==> src/rtl/hazard_stall_ctrl.sv <==
// rtl/hazard_stall_ctrl.sv - ID-stage hazard detection, stall generation and HI/LO busy tracking
`timescale 1ns/1ps
module hazard_stall_ctrl #(
  parameter int MULT_LAT = 5,
  parameter int DIV_LAT  = 10
) (
  input  logic        clk,
  input  logic        reset,
  input  logic [31:0] ir_d,
  input  logic        ex_regwrite,
  input  logic        ex_is_load,
  input  logic [4:0]  ex_wreg,
  input  logic        mem_is_load,
  input  logic [4:0]  mem_wreg,
  input  logic [1:0]  ex_md_op,
  output logic        pc_en,
  output logic        ifid_en,
  output logic        idex_flush,
  output logic        stall,
  output logic        md_busy,
  output logic [3:0]  md_count,
  output logic [31:0] stall_cycles
);

  localparam logic [3:0] MULT_CNT = 4'(MULT_LAT);
  localparam logic [3:0] DIV_CNT  = 4'(DIV_LAT);

  typedef enum logic [1:0] {MD_IDLE, MD_MULT, MD_DIV} md_state_t;

  md_state_t   state, state_next;
  logic [3:0]  count, count_next;

  logic [5:0]  op, fn;
  logic [4:0]  rs, rt;
  logic        use_rs, use_rt, md_use_d, br_d;
  logic        ex_hit, mem_hit;
  logic        load_use, br_ex, br_mem, md_haz;
  logic        unused_ir;

  assign op = ir_d[31:26];
  assign fn = ir_d[5:0];
  assign rs = ir_d[25:21];
  assign rt = ir_d[20:16];
  // Immediate/rd/shamt bits never take part in hazard decisions.
  assign unused_ir = ^ir_d[15:6];

  // Decode which source fields the ID instruction actually reads.
  always_comb begin
    use_rs   = 1'b0;
    use_rt   = 1'b0;
    md_use_d = 1'b0;
    br_d     = 1'b0;
    if (op == 6'h00) begin
      case (fn)
        6'h00, 6'h02, 6'h03: use_rt = 1'b1;
        6'h08, 6'h09: begin
          use_rs = 1'b1;
          br_d   = 1'b1;
        end
        6'h10, 6'h12: md_use_d = 1'b1;
        default: begin
          use_rs = 1'b1;
          use_rt = 1'b1;
        end
      endcase
      if (fn inside {6'h18, 6'h19, 6'h1a, 6'h1b, 6'h11, 6'h13}) md_use_d = 1'b1;
    end else begin
      case (op)
        6'h09, 6'h0a, 6'h0b, 6'h0c, 6'h0d, 6'h0e,
        6'h20, 6'h21, 6'h23, 6'h24, 6'h25: use_rs = 1'b1;
        6'h06, 6'h07: begin
          use_rs = 1'b1;
          br_d   = 1'b1;
        end
        6'h28, 6'h29, 6'h2b: begin
          use_rs = 1'b1;
          use_rt = 1'b1;
        end
        6'h04, 6'h05: begin
          use_rs = 1'b1;
          use_rt = 1'b1;
          br_d   = 1'b1;
        end
        default: ;
      endcase
    end
  end

  // $0 is hardwired, so a write to it can never be a producer.
  assign ex_hit  = (ex_wreg != 5'd0) &&
                   ((use_rs && (ex_wreg == rs)) || (use_rt && (ex_wreg == rt)));
  assign mem_hit = (mem_wreg != 5'd0) &&
                   ((use_rs && (mem_wreg == rs)) || (use_rt && (mem_wreg == rt)));

  assign load_use = ex_is_load && ex_hit;
  assign br_ex    = br_d && ex_regwrite && ex_hit;
  assign br_mem   = br_d && mem_is_load && mem_hit;
  assign md_haz   = md_use_d && (md_busy || (ex_md_op == 2'b01) || (ex_md_op == 2'b10));

  assign stall      = load_use || br_ex || br_mem || md_haz;
  assign pc_en      = ~stall;
  assign ifid_en    = ~stall;
  assign idex_flush = stall;

  assign md_busy  = (state != MD_IDLE);
  assign md_count = count;

  // HI/LO state and remaining-cycle counter.
  always_ff @(posedge clk) begin
    if (reset) begin
      state <= MD_IDLE;
      count <= 4'd0;
    end else begin
      state <= state_next;
      count <= count_next;
    end
  end

  // Start a busy window on mult/div issue; ops arriving while busy are ignored.
  always_comb begin
    state_next = state;
    count_next = count;
    case (state)
      MD_IDLE: begin
        if (ex_md_op == 2'b01) begin
          state_next = MD_MULT;
          count_next = MULT_CNT;
        end else if (ex_md_op == 2'b10) begin
          state_next = MD_DIV;
          count_next = DIV_CNT;
        end
      end
      MD_MULT, MD_DIV: begin
        if (count == 4'd1) begin
          state_next = MD_IDLE;
          count_next = 4'd0;
        end else begin
          count_next = count - 4'd1;
        end
      end
      default: begin
        state_next = MD_IDLE;
        count_next = 4'd0;
      end
    endcase
  end

  // Performance counter of stalled cycles; wraps naturally.
  always_ff @(posedge clk) begin
    if (reset) stall_cycles <= 32'd0;
    else if (stall) stall_cycles <= stall_cycles + 32'd1;
  end

endmodule

==> config.mk <==
export PLATFORM = sky130hd
export DESIGN_NAME = hazard_stall_ctrl
export DESIGN_NICKNAME = d
export VERILOG_FILES = /design/src/rtl/hazard_stall_ctrl.sv
export SDC_FILE = /design/constraint.sdc
export NUM_CORES = 1
export LEC_CHECK = 0
export CELL_PAD_IN_SITES_DETAIL_PLACEMENT = 0
export CELL_PAD_IN_SITES_GLOBAL_PLACEMENT = 1
export CORE_UTILIZATION = 30
export DETAILED_ROUTE_END_ITERATION = 8
export GPL_TIMING_DRIVEN = 0
export PLACE_DENSITY = 0.86
export SLEW_MARGIN = 15
export SYNTH_ARGS = -nofsm -noshare
export SYNTH_HDL_FRONTEND = slang
export SYNTH_SLANG_ARGS = --single-unit
==> constraint.sdc <==
create_clock -name clk -period 2.6 [get_ports clk]
set_input_delay 0.52 -clock clk [delete_from_list [all_inputs] [get_ports clk]]
set_output_delay 0.52 -clock clk [all_outputs]
set_load 0.1 [all_outputs]
# Word level (Yosys, flattened, before mapping)
# Index checks and enable logic that the tools add are counted.
[op_classes]
eq_ne = 41
bitwise_logic = 1
muxes = 20
n_reduce_logical = 35
addsub = 2
[op_table]
columns = ["op", "n"]
rows = [
  ["$eq 6x4->1 const B", 8],
  ["$eq 6x5->1 const B", 8],
  ["$eq 6x6->1 const B", 8],
  ["$add 32x1->32 const B", 1],
  ["$eq 6x3->1 const B", 4],
  ["$eq 5x5->1", 4],
  ["$reduce_or 18->1", 1],
  ["$eq 6x2->1 const B", 2],
  ["$logic_and 1x1->1", 12],
  ["$logic_not 6->1", 2],
  ["$mux 1", 12],
  ["$mux 4", 3],
  ["$reduce_bool 5->1", 2],
  ["$reduce_or 5->1", 2],
  ["$pmux 4 s2", 1],
  ["$reduce_or 4->1", 2],
  ["$logic_or 1x1->1", 7],
  ["$mux 2", 3],
  ["$reduce_bool 6->1", 1],
  ["$reduce_or 2->1", 3],
  ["$eq 2x1->1 const B", 2],
  ["$eq 2x2->1 const B", 2],
  ["$eq 4x1->1 const B", 1],
  ["$pmux 2 s2", 1],
  ["other kinds (7)", 7],
]
[totals]
elab_cells = 102
in_bits = 49
register_bits = 38

# Depth between registers and ports, before layout
# Gate-level depths: netlist of run 1.
[depth]
word_depth = 12
mapped_depth = 10
ltp_nobuf = 7

# Worst setup path before layout of run 1
# No wires, ideal clock.
[synth_path]
path_kind = "input-to-output"
from = "in ir_d[31]"
to = "out stall"
required_ns = 2.080
path_stages = 10
setup_slack_ns = -1.553
arrival_ns = 3.633
path_buffers = 3
path_cell_list = "nor3_1 and4b_1 nand2_1 a32oi_1 o32a_1 buf_6 buf_6 and2_1 inv_1 buf_4"
[synth_via]
elab_chain_cells = 11
[synth_lines]
columns = ["element", "line", "rtl"]
rows = [
  ["from (decl)", "9", "input logic [31:0] ir_d,"],
  ["$eq 6x3->1, or another cell as far along", "68", "case (op)"],
  ["$reduce_or 18->1 (no source line) or $reduce_or 5->1 (tied branches)", "--", ""],
  ["$mux 1", "68", ""],
  ["$mux 1", "53", "if (op == 6'h00) begin"],
  ["$logic_and 1x1->1", "91", "((use_rs && (ex_wreg == rs)) || (use_rt && (ex_wreg == rt)));"],
  ["$logic_or 1x1->1", "91", ""],
  ["$logic_and 1x1->1", "90", "assign ex_hit = (ex_wreg != 5'd0) &&"],
  ["$logic_and 1x1->1 (on tied branches)", "95, 96", ""],
  ["$logic_or 1x1->1 (2 in series)", "100", "assign stall = load_use || br_ex || br_mem || md_haz;"],
  ["$logic_or 1x1->1 (*)", "100", ""],
  ["to (decl)", "19", "output logic stall,"],
]
# Mark *: on every way between the ends. The rest lies on a longest branch, timed or not.

# Worst setup path after layout of run 1
[layout_path]
from = "in ir_d[27]"
to = "out ifid_en"
[layout_via]
elab_chain_cells = 12
[layout_lines]
columns = ["element", "line", "rtl"]
rows = [
  ["$eq 6x3->1, or another cell as far along", "68", ""],
  ["$reduce_or 18->1 (no source line) or $reduce_or 5->1 (tied branches)", "--", ""],
  ["$mux 1", "68", ""],
  ["$mux 1", "53", ""],
  ["$logic_and 1x1->1", "91", ""],
  ["$logic_or 1x1->1", "91", ""],
  ["$logic_and 1x1->1", "90", ""],
  ["$logic_and 1x1->1 (on tied branches)", "95, 96", ""],
  ["$logic_or 1x1->1 (2 in series)", "100", ""],
  ["$logic_or 1x1->1 (*)", "100", ""],
  ["$not 1->1 (*)", "102", "assign ifid_en = ~stall;"],
  ["to (decl)", "17", "output logic ifid_en,"],
]
# Marked as above.

==> impl_summary.md, run 1 <==
Clock network
For the worst-skew pair, the clock arrives at the later sink with an insertion delay of about 0.29 ns. After clock tree synthesis, the clock-pin slew on the worst setup and hold paths is about 0.070 ns. TritonCTS built the clock tree. The maximum level of the CTS H-tree is 2. The total clock buffers created by CTS is 5. The total number of clock tree sinks is 38. The root buffer cell is sky130_fd_sc_hd__clkbuf_8. The clock passes through at most 2 buffers.

Power and ir drop
The portion of total power attributed to sequential cells is approximately two fifths. The proportion of power drawn by combinational gates is around 36%. The switching fraction of total power is 37.4%.

The total leakage power is approximately 1.5 nW. The clock network fraction of design power is about a quarter. For this design the total switching power over the nets is just over 600 uW. The total power draw is roughly 1.6 mW.

VDD sags by at most approximately 0.00024 V. The internal power contribution is between 1 and 1.5 mW. The cell area power density is roughly 400 mW/mm^2.

Place
The number of placed instances, taps included is around 530. The final weighted congestion in routability-driven placement is ~0.80. The total half-perimeter wirelength after legalization and detailed placement is between 5 and 6 mm. In this run the tool buffered the top-level ports with just under 80 buffer cells.

Final layout
The final non-filler cell total is 547. Counting the fill cells in the layout gives 885. The repair_antennas step left the layout with diodes totalling 0. The number of nets in the layout is just under 500. Of the cells placed in the final design, the portion with a size suffix greater than 1 is a little over a fifth. Leaving out fill and tap cells, the most frequent cell in the layout is sky130_fd_sc_hd__clkdlybuf4s50_1. Summing all flip-flop and latch instances after layout gives 772 um^2. At the end of the flow the core is filled with cells to 45.3%. The area growth from synthesis to layout is 44.5%. In the layout the commonest cells are sky130_fd_sc_hd__clkdlybuf4s50_1 (40), sky130_fd_sc_hd__nor2_1 (37), sky130_fd_sc_hd__nor2b_1 (32). The area occupied by multi-input gates is between 0.0015 and 0.002 mm^2.

Floorplanning
The die is roughly 100 um tall. The area enclosed by the die boundary is roughly 0.0096 mm^2. The core region is between 0.008 and 0.009 mm^2.

90 I/O pins were placed. The site row count is 34. For this configuration, the core starts out at a cell density of 31.4%. The width of the die is between 90 and 100 um.

STA
The final worst slack is -0.262 ns. The maximum frequency from static timing analysis is 0.349 GHz. The number of pins with negative max-slew slack in the final report is 0.

The final clock period utilization by the worst path is 110%. The transition at the pin with the smallest max-transition slack is 1.02 ns. Setup repair after global routing could not meet its margin everywhere. The setup clock skew after layout is 0.00942 ns. Setup violations remaining at the end of the flow were counted as 4.

Measured against its own limit, the worst slew margin works out to a little under a third. The final critical-path required period is roughly 2.9 ns. The final number of hold-violating endpoints was 0.

Logic synthesis
Summing the sequential cell areas from Yosys gives about 28% of the chip area. The number of cells produced by synthesis is between 300 and 400. Counting every net in the synthesized netlist gives around 400. The synthesized design contains 0 enable-type register cells.

The synthesized flop and latch total is 38. The count of cell types in the netlist is between 40 and 50. The dominant synthesized flop cell is sky130_fd_sc_hd__dfxtp_1. Yosys printed 0 warnings. Summing every instance area after synthesis gives between 0.002 and 0.003 mm^2. The share of flip-flops with an asynchronous set or reset is 0%. Dividing the synthesized area by the synthesized cell count gives 8.07 um^2.

Worst setup path
Grouping stages by cell kind, the critical path spends the most delay in compound AO/OA/AOI/OAI gates. STA puts the critical path data arrival time at 2.34 ns. Of all nets on the critical path, the largest fanout is 7. The most frequent cell on the critical path is sky130_fd_sc_hd__buf_6. The worst setup path is captured at a primary output. Walking the worst path, the cells encountered are buf_6, o21ai_2, a21boi_2, a2111oi_4, a32oi_1, o32a_1, and2_4, buf_4, buf_6, buf_12. The data required time at the worst endpoint is ~2.1 ns.

The critical path's slowest cell is sky130_fd_sc_hd__o32a_1. The worst setup path is of the in2out kind. STA classifies the critical path startpoint as an input port.

The largest stage delay on the critical path is ~0.43 ns. The number of buffer and inverter instances along the worst setup path is 4.

Run status
The checks that failed: DRC, setup timing. The flow ran to the end, but the final reports show violations.

Global route
The number of global-route vias before repair is 2,747. The initial antenna violation count is 0. Entering global routing, the biggest net connects 12 pins. The first global-routing pass estimated between 10 and 15 mm of wire. The remaining global-route overflow is 0.

The global routing usage summed across all routing layers is between 10% and 20%.

Drt
The number of antenna-violating nets in the routed design is 0. The average wire per cell in the routed design is roughly 14 um. In the routed layout, each cell is associated on average with a via count of between 5 and 6. In the routed design, unresolved DRC markers number 11.

For this block, the via count after detailed routing is between 2k and 3k. The DRC violation total after the first TritonRoute iteration is 109. The detailed-routing iteration count for the pre-antenna-repair pass is 7. For this block, the routed nets add up to 7.63 mm of wire.

Flow run
The total of max-cap violations is 0.

Worst hold path
The path class of the tightest hold or removal check is reg2reg.
-- cells by family after synthesis --
family	count (synthesis)	synth area share [%]
compound gates	61	15.0
simple gates	154	29.3
buf+inv	29	5.30
flops	38	27.5
mux	32	13.0
xor+xnor	21	6.66
fa+ha+maj	7	3.17
-- Yosys cell counts (all sizes together) (2+ instances only) --
| cell | instances | area share, % |
|---|---|---|
| a211oi | 4 | 1.1 |
| a21boi | 2 | 0.54 |
| a21oi | 32 | 7.3 |
| a22oi | 3 | 0.82 |
| and2 | 4 | 0.91 |
| and3 | 6 | 1.4 |
| and4 | 3 | 0.95 |
| buf | 7 | 2.3 |
| clkbuf | 13 | 1.8 |
| dfxtp | 38 | 28 |
| ha | 7 | 3.2 |
| inv | 9 | 1.2 |
| mux2 | 30 | 12 |
| mux2i | 2 | 0.72 |
| nand2 | 17 | 2.3 |
| nand2b | 2 | 0.45 |
| nand3 | 22 | 4.0 |
| nand4 | 9 | 2.0 |
| nor2 | 38 | 5.2 |
| nor2b | 33 | 7.5 |
| nor3 | 9 | 1.6 |
| nor3b | 4 | 1.1 |
| nor4 | 2 | 0.45 |
| o21ai | 8 | 1.4 |
| or4 | 2 | 0.54 |
| xnor2 | 15 | 4.8 |
| xor2 | 6 | 1.9 |
-- through the flow --
| stage | setup WS (ns) | setup TNS [ns] | hold slack (ns) | cell area, um^2 |
|---|---|---|---|---|
| after CTS | -0.408 | -1.49 | 0.543 | 3930 |
| final | -0.262 | -0.873 | 0.541 | 3990 |
| after global placement | -1.88 | -23.89 | 0.501 | 3730 |
| after detailed placement | -1.92 | -25.58 | 0.525 | 3730 |
| after floorplan | -0.736 | -1.34 | 0.490 | 2810 |
| after global routing | -0.346 | -1.20 | 0.593 | 3990 |
-- final timing paths --
check,startpoint,endpoint,slack [ns],cells after the start
setup / recovery,ir_d[27],ifid_en,-0.26,10
hold / removal,stall_cycles[1],stall_cycles[1],0.54,2
hold reg to reg,stall_cycles[1],stall_cycles[1],0.54,2
setup reg to reg,stall_cycles[15],stall_cycles[31],0.14,7
-- tightest hold or removal path: stages (launching register included) --
cell	delay [ns]
sky130_fd_sc_hd__dfxtp_1	0.36
sky130_fd_sc_hd__nand3_1	0.08
sky130_fd_sc_hd__a21oi_1	0.06
-- routing by layer --
| layer | GRT usage [%] | share of wire, % | routed length [um] | vias to the layer above |
|---|---|---|---|---|
| li1 | - | - | - | 1392 |
| met1 | 20.1 | 45 | 3470 | 1322 |
| met2 | 26.6 | 46 | 3540 | 79 |
| met3 | 3.65 | 6.3 | 484 | 15 |
| met4 | 5.13 | 1.8 | 140 | 0 |
| met5 | 0 | 0 | 0 | - |
-- cell type report --
| class | count | share of cell area, % |
|---|---|---|
| multi-input combinational | 275 | 49.8 |
| timing repair buffer | 91 | 21.5 |
| sequential | 38 | 19.3 |
| tap | 108 | 3.39 |
| buffer | 18 | 2.76 |
| clock buffer | 7 | 2.16 |
| inverter | 9 | 0.941 |
| clock inverter | 1 | 0.125 |
-- state kept, by name (all words and copies together) (netlist names) --
| register | flops |
|---|---|
| md_count | 4 |
| stall_cycles | 32 |
| state | 2 |
-- power groups by stage --
| stage | sequential (mW) | clock (mW) | combinational (mW) |
|---|---|---|---|
| after floorplan | 0.773 | 0 | 0.277 |
| after global placement | 0.647 | 0 | 0.571 |
| after detailed placement | 0.648 | 0 | 0.574 |
| after CTS | 0.635 | 0.435 | 0.578 |
| after global routing | 0.639 | 0.461 | 0.638 |
| final | 0.634 | 0.419 | 0.591 |
-- repair_timing --
action	CTS	global route
hold buffers	0	0
setup buffers	9	4
setup endpoints to repair	37	18
gates cloned	0	0
pin swaps	14	26
resized for setup	104	55
Power figures use the tool's default switching activity.
==> run 2: changes to the inputs <==
CAP_MARGIN = 15   (was not set)
CORE_ASPECT_RATIO = 1.4   (was not set)
GPL_TIMING_DRIVEN = not set   (was 0)
==> impl_summary.md, run 2 (synthesis results as in run 1) <==
Final layout
In the layout the commonest cells are sky130_fd_sc_hd__buf_4 (67), sky130_fd_sc_hd__nor2_1 (37), sky130_fd_sc_hd__nor2b_1 (33). The area occupied by multi-input gates is 0.00199 mm^2 (+0.25%). The count of fill cells added during filler insertion is 874 (-1.2%). stall_cycles holds more flip-flops than any other register. The number of inserted diodes came to 0 (unchanged). The final non-filler cell total is 552 (+0.91%). The number of nets in the layout came to 501 (+1.4%). The area growth from synthesis to layout is 50.5%. The fraction of layout instances using a drive strength above 1 is 31.5% (+9.6 points). The number of flip-flops under the largest register name is 32 (unchanged). The commonest non-fill, non-tap cell in the layout is sky130_fd_sc_hd__buf_4. The storage element area is 772 um^2 (unchanged).

Drt
The average vias per placed instance is 5.04 (-1.8%). The total via count after detailed routing is 2,782 (-0.93%). The post-route DRC violation count is 0 (-11). The number of antenna-violating nets in the routed design was 0 (unchanged). The DRC violation total after the first TritonRoute iteration is 94 (-14%). The post-detailed-routing wire length was 7.58 mm (-0.63%). The detailed-routing iteration count for the pre-antenna-repair pass is 4 (-3). The average wire per cell in the routed design is 13.7 um (-1.5%).

Clock network
The clock-pin slew of the registers on the worst-case setup and hold paths is 0.05 ns (-0.02 ns). The maximum level of the CTS H-tree is 2 (unchanged). The maximum buffer depth of the clock tree is 2 (unchanged). The total number of clock tree sinks is 38 (unchanged). The tree is rooted in a sky130_fd_sc_hd__clkbuf_16. The total clock buffers created by CTS was 5 (unchanged). The CTS tree is yes.

The latest clock arrival within the worst-skew pair was 0.29 ns (about the same).

Power and ir drop
The maximum vdd ir drop came to 0.000561 V (+130%). The cell area power density was 472 mW/mm^2 (+14%). The total leakage power is 1.75 nW (+13%). The total power draw is 1.96 mW (+19%).

STA
The worst hold slack after final layout came to 0.522 ns (-0.0193 ns). The final worst slack came to -0.123 ns (+0.140 ns). The number of pins with negative max-slew slack in the final report came to 0 (unchanged). The aggregate negative setup slack is -0.488 ns (+0.384 ns). Setup repair after global routing could not meet its margin everywhere. The transition at the pin with the smallest max-transition slack is 0.659 ns (-0.362 ns). The maximum frequency from static timing analysis is 0.367 GHz (+5.1%). The setup clock skew after layout came to 0.00963 ns (+0.000211 ns). The final number of hold-violating endpoints is 0 (unchanged). The final setup violation count is 4 (unchanged). The worst max-slew margin expressed relative to the limit came to 56.0% (+24 points). The final clock period utilization by the worst path was 105% (-5.4 points). The final critical-path required period is 2.72 ns (-0.140 ns).

Flow run
The total of max-cap violations is 0 (unchanged).

Worst setup path
The arrival time at the worst endpoint was 2.20 ns (-0.14 ns). The category of the worst setup path launch point is an input port. The startpoint of the worst register-to-register path is stall_cycles[15].

The critical path class is in2out. The maximum net fanout on the critical path is 6 (-1). The launching element of the worst setup path is ir_d[29]. The capturing element type of the critical path is a primary output. The data required time at the worst endpoint is 2.08 ns (about the same).

Run status
The flow ran to the end, but the final reports show violations. The checks that failed: setup timing.

Floorplanning
The floorplan die height was 116 um (+18%). The site row count came to 41 (+21%). The area enclosed by the die boundary is 0.00960 mm^2 (about the same). The starting density of the core is 30.8% (-0.60 points). The core area was 0.00898 mm^2 (+1.9%). The width of the die is 83.1 um (-15%). The count of boundary I/O pins came to 90 (unchanged).

Place
The total half-perimeter wirelength after legalization and detailed placement came to 5.31 mm (-3.4%). The count of buffers inserted at the top-level ports came to 79 (+1.3%). The final weighted congestion in routability-driven placement was 0.773 (-3.9%). The number of placed instances, taps included is 537 (+1.7%). The worst slack at placement is -0.665 ns (+1.25 ns).

Global route
The global routing usage summed across all routing layers was 15.4% (-0.54 points). The remaining global-route overflow is 0 (unchanged). The global-route wire length before repair is 12.2 mm (-3.2%). The number of global-route vias before repair is 2,696 (-1.9%). The initial antenna violation count came to 0 (unchanged). The pin count of the biggest net entering global routing is 69 (+57).

Worst hold path
The worst min-delay path startpoint is stall_cycles[1]. The worst hold path belongs to the class reg2reg.
[run 2: through the flow]
| stage | cell area [um^2] | utilization, % |
|---|---|---|
| after global routing | 4160 | 46.3 |
| final | 4160 | 46.3 |
| after CTS | 4060 | 45.2 |
| after floorplan | 2810 | - |
| after detailed placement | 3780 | 42.1 |
| after global placement | 3780 | 42.1 |
[run 2: final timing paths]
check | endpoint | cells past startpoint | slack [ns]
setup reg to reg | stall_cycles[31] | 7 | 0.21
hold reg to reg | stall_cycles[1] | 2 | 0.52
hold / removal | stall_cycles[1] | 2 | 0.52
setup / recovery | ifid_en | 9 | -0.12
[run 2: critical path, cell delays in order]
cell,delay [ns]
sky130_fd_sc_hd__buf_12,0.11
sky130_fd_sc_hd__nor3_4,0.24
sky130_fd_sc_hd__nor4_4,0.07
sky130_fd_sc_hd__a2111oi_4,0.35
sky130_fd_sc_hd__a32oi_1,0.14
sky130_fd_sc_hd__o32a_1,0.32
sky130_fd_sc_hd__and2_4,0.17
sky130_fd_sc_hd__buf_12,0.13
sky130_fd_sc_hd__buf_12,0.15
[run 2: area by class of cell]
| class | instances | share of cell area, % |
|---|---|---|
| inverter | 9 | 0.903 |
| tap | 107 | 3.22 |
| timing repair buffer | 116 | 25.3 |
| clock buffer | 6 | 3.34 |
| multi-input combinational | 275 | 47.9 |
| clock inverter | 1 | 0.722 |
| sequential | 38 | 18.6 |
[run 2: report_power, final]
part	total, mW	switching, mW	internal (mW)
Sequential	0.636	0.0272	0.608
Combinational	0.608	0.385	0.223
Clock	0.717	0.243	0.474
[run 2: layer usage]
layer / GRT usage (%) / vias up / wire length (um)
met1: 16.8 / 1310 / 3080
met4: 6.78 / 0 / 174
li1: - / 1404 / -
met5: 0 / - / 0
met2: 28.6 / 54 / 4030
met3: 3.21 / 14 / 295
[run 2: repair_timing]
action | CTS | global route
pin swaps | 23 | 9
hold buffers | 0 | 0
endpoints found under the setup margin | 34 | 9
cloned | 0 | 2
buffers inserted | 5 | 2
resized for setup | 80 | 11
==> run 3: changes to the inputs <==
SKIP_CTS_REPAIR_TIMING = 1   (was not set)
SLEW_MARGIN = 5   (was 15)
==> impl_summary.md, run 3 (synthesis results as in run 1) <==
Worst setup path
The worst setup path is captured at a primary output. The largest stage delay on the critical path is 0.52 ns (+0.17 ns). The worst register-to-register path begins at stall_cycles[15]. The number of buffer and inverter instances along the worst setup path was 3 (unchanged). The slack of the worst reg-to-reg path is 0.27 ns (+0.06 ns). The endpoint identified for the worst register-to-register timing path is stall_cycles[31]. The maximum net fanout on the critical path is 3 (-3). The data required time at the worst endpoint is 2.08 ns (about the same).

The critical path's slowest cell is sky130_fd_sc_hd__clkdlybuf4s50_1. The worst setup path is of the in2out kind. The category of the worst setup path launch point is an input port.

Tracing the worst setup path back leads to its startpoint at ex_wreg[0]. In this design, the largest share of critical-path delay is due to buffers and inverters. The arrival time at the worst endpoint was 2.26 ns (+0.06 ns). The signal on the critical path passes through clkdlybuf4s50_1, xnor2_1, nand3_1, a211oi_2, a22oi_1, o32a_1, and2_4, clkinvlp_4, buf_12.

The number of cell instances on the worst register-to-register path is 7 (unchanged).

Place
The post-placement cell area is 0.00378 mm^2 (unchanged). The count of buffers inserted at the top-level ports was 79 (unchanged). The worst slack at placement was -0.665 ns (unchanged). The final weighted congestion in routability-driven placement is 0.773 (unchanged). The total half-perimeter wirelength after legalization and detailed placement was 5.31 mm (unchanged).

Power and ir drop
The total leakage power is 1.92 nW (+10%). The portion of total power attributed to sequential cells was 32.2% (-0.2 points). The internal power contribution came to 1.32 mW (+0.91%). The reported net switching power was 655 uW (about the same). The maximum vdd ir drop was 0.000564 V (+0.55%). The cell area power density came to 469 mW/mm^2 (-0.55%). The switching fraction of total power is 33.2% (-0.19 points). The proportion of power drawn by combinational gates was 31.7% (+0.7 points). The clock network fraction of design power is 36.1% (-0.5 points).

Global route
The number of global-route vias before repair is 2,620 (-2.8%). The initial antenna violation count is 0 (unchanged). The global-route wire length before repair is 11.7 mm (-3.6%).

The global routing usage summed across all routing layers is 14.8% (-0.58 points). The pin count of the biggest net entering global routing is 69 (unchanged). The remaining global-route overflow is 0 (unchanged).

Final layout
The area growth from synthesis to layout is 52.3%. The count of fill cells added during filler insertion is 856 (-2.1%). The top cell types in the final layout, fill and taps aside, are sky130_fd_sc_hd__buf_4 (64), sky130_fd_sc_hd__nor2_1 (37), sky130_fd_sc_hd__nor2b_1 (33). The number of inserted diodes was 0 (unchanged).

The number of nets in the layout came to 497 (-0.80%). The fraction of layout instances using a drive strength above 1 is 31.1% (-0.39 points). The number of flip-flops under the largest register name is 32 (unchanged). The cell area after layout is 0.00421 mm^2 (+1.2%). Leaving out fill and tap cells, the most frequent cell in the layout is sky130_fd_sc_hd__buf_4. The post-layout utilization of the core is 46.8% (+0.54 points). Counting flops per register, the top entry is stall_cycles.

Drt
The average vias per placed instance is 5.06 (+0.33%). The DRC violation total after the first TritonRoute iteration is 77 (-18%). The length of routed met3 wiring is 300 um (+1.7%). The post-route DRC violation count is 0 (unchanged). The total via count after detailed routing is 2,771 (-0.40%). The number of antenna-violating nets in the routed design is 0 (unchanged). The length of routed met2 wiring is 3.95 mm (-2.1%). The post-detailed-routing wire length is 7.51 mm (-0.92%). The average wire per cell in the routed design is 13.7 um (-0.20%). The routed length on met1 is 3.10 mm (+0.45%).

The detailed-routing iteration count for the pre-antenna-repair pass is 4 (unchanged). The detailed router used layers up to and including met4.

Worst hold path
The worst hold path cell count was 2 (unchanged). The worst min-delay path startpoint is stall_cycles[1]. The worst hold path terminates at stall_cycles[1]. The classification of the worst-slack hold path is reg2reg.

Flow run
The total of max-cap violations is 0 (unchanged).

Clock network
The maximum buffer depth of the clock tree is 2 (unchanged). The latest clock arrival within the worst-skew pair is 0.28 ns (about the same). In this run the clock root is driven by a sky130_fd_sc_hd__clkbuf_16. The total number of clock tree sinks is 38 (unchanged). The total clock buffers created by CTS came to 5 (unchanged). The maximum level of the CTS H-tree was 2 (unchanged). The CTS tree is yes. The clock-pin slew of the registers on the worst-case setup and hold paths is 0.05 ns (about the same).

Floorplanning
The floorplan die height is 116 um (unchanged). The width of the die is 83.1 um (unchanged). The starting density of the core is 30.8% (unchanged). The area enclosed by the die boundary is 0.00960 mm^2 (unchanged). The core area is 0.00898 mm^2 (unchanged). The site row count came to 41 (unchanged). The count of boundary I/O pins is 90 (unchanged).

STA
Setup repair after global routing could not meet its margin everywhere. The maximum frequency from static timing analysis came to 0.359 GHz (-2.2%). The final number of hold-violating endpoints is 0 (unchanged). The number of pins with negative max-slew slack in the final report came to 0 (unchanged). The final worst slack is -0.183 ns (-0.0607 ns). The transition at the pin with the smallest max-transition slack is 0.660 ns (+0.000876 ns). The setup clock skew after layout is 0.00935 ns (-0.000281 ns).

The final setup violation count came to 4 (unchanged). The worst max-slew margin expressed relative to the limit is 56.0% (-0.058 points). The final clock period utilization by the worst path is 107% (+2.3 points). The final critical-path required period is 2.78 ns (+0.0607 ns).

Run status
The run finished, with violations left. The checks that failed: setup timing.
==> run 3: layer usage <==
layer  GRT usage (%)  vias to the layer above
met1            16.1                     1314
li1                -                     1398
met5               0                        -
met2            28.3                       48
met4            5.17                        0
met3            3.06                       11
==> run 3: worst register-to-register path, delay by kind of cell (launching register included) <==
kind / cells / cell delay [ns]
AOI/OAI and AO/OA: 1 / 0.26
and+or+nand+nor: 5 / 1.29
DFF: 1 / 0.37
muxes: 1 / 0.32
==> run 3: worst max-delay path by stage <==
stage | endpoint | depth (start not counted)
finish | idex_flush | 9
global route | stall | 10
CTS | stall | 9
detailed placement | stall | 9
global placement | stall | 9
floorplan | stall | 10
==> run 3: cell type report <==
type / instances / area (um^2) / share of cell area (%)
Tap cell: 107 / 134 / 3.18
Timing Repair Buffer: 112 / 1090 / 25.9
Clock buffer: 6 / 139 / 3.30
Inverter: 9 / 37.5 / 0.893
Sequential cell: 38 / 772 / 18.4
Multi-Input combinational cell: 275 / 2010 / 47.7
Clock inverter: 1 / 30.0 / 0.714
==> run 3: power groups by stage <==
stage	clock (mW)	combinational (mW)	sequential (mW)
4_1_cts	0.735	0.599	0.636
5_1_grt	0.755	0.673	0.641
3_3_place_gp	0	0.589	0.647
2_1_floorplan	0	0.277	0.773
3_5_place_dp	0	0.597	0.648
6_report	0.712	0.625	0.636
==> run 3: per-stage QoR <==
stage,std cells,hold slack (ns),power (mW),setup TNS [ns]
4_1_cts,544,0.518,1.97,-8.32
3_3_place_gp,537,0.496,1.24,-15.26
3_5_place_dp,537,0.507,1.24,-17.89
5_1_grt,548,0.551,2.07,-0.998
6_report,548,0.520,1.97,-0.606
2_1_floorplan,342,0.490,1.05,-1.34
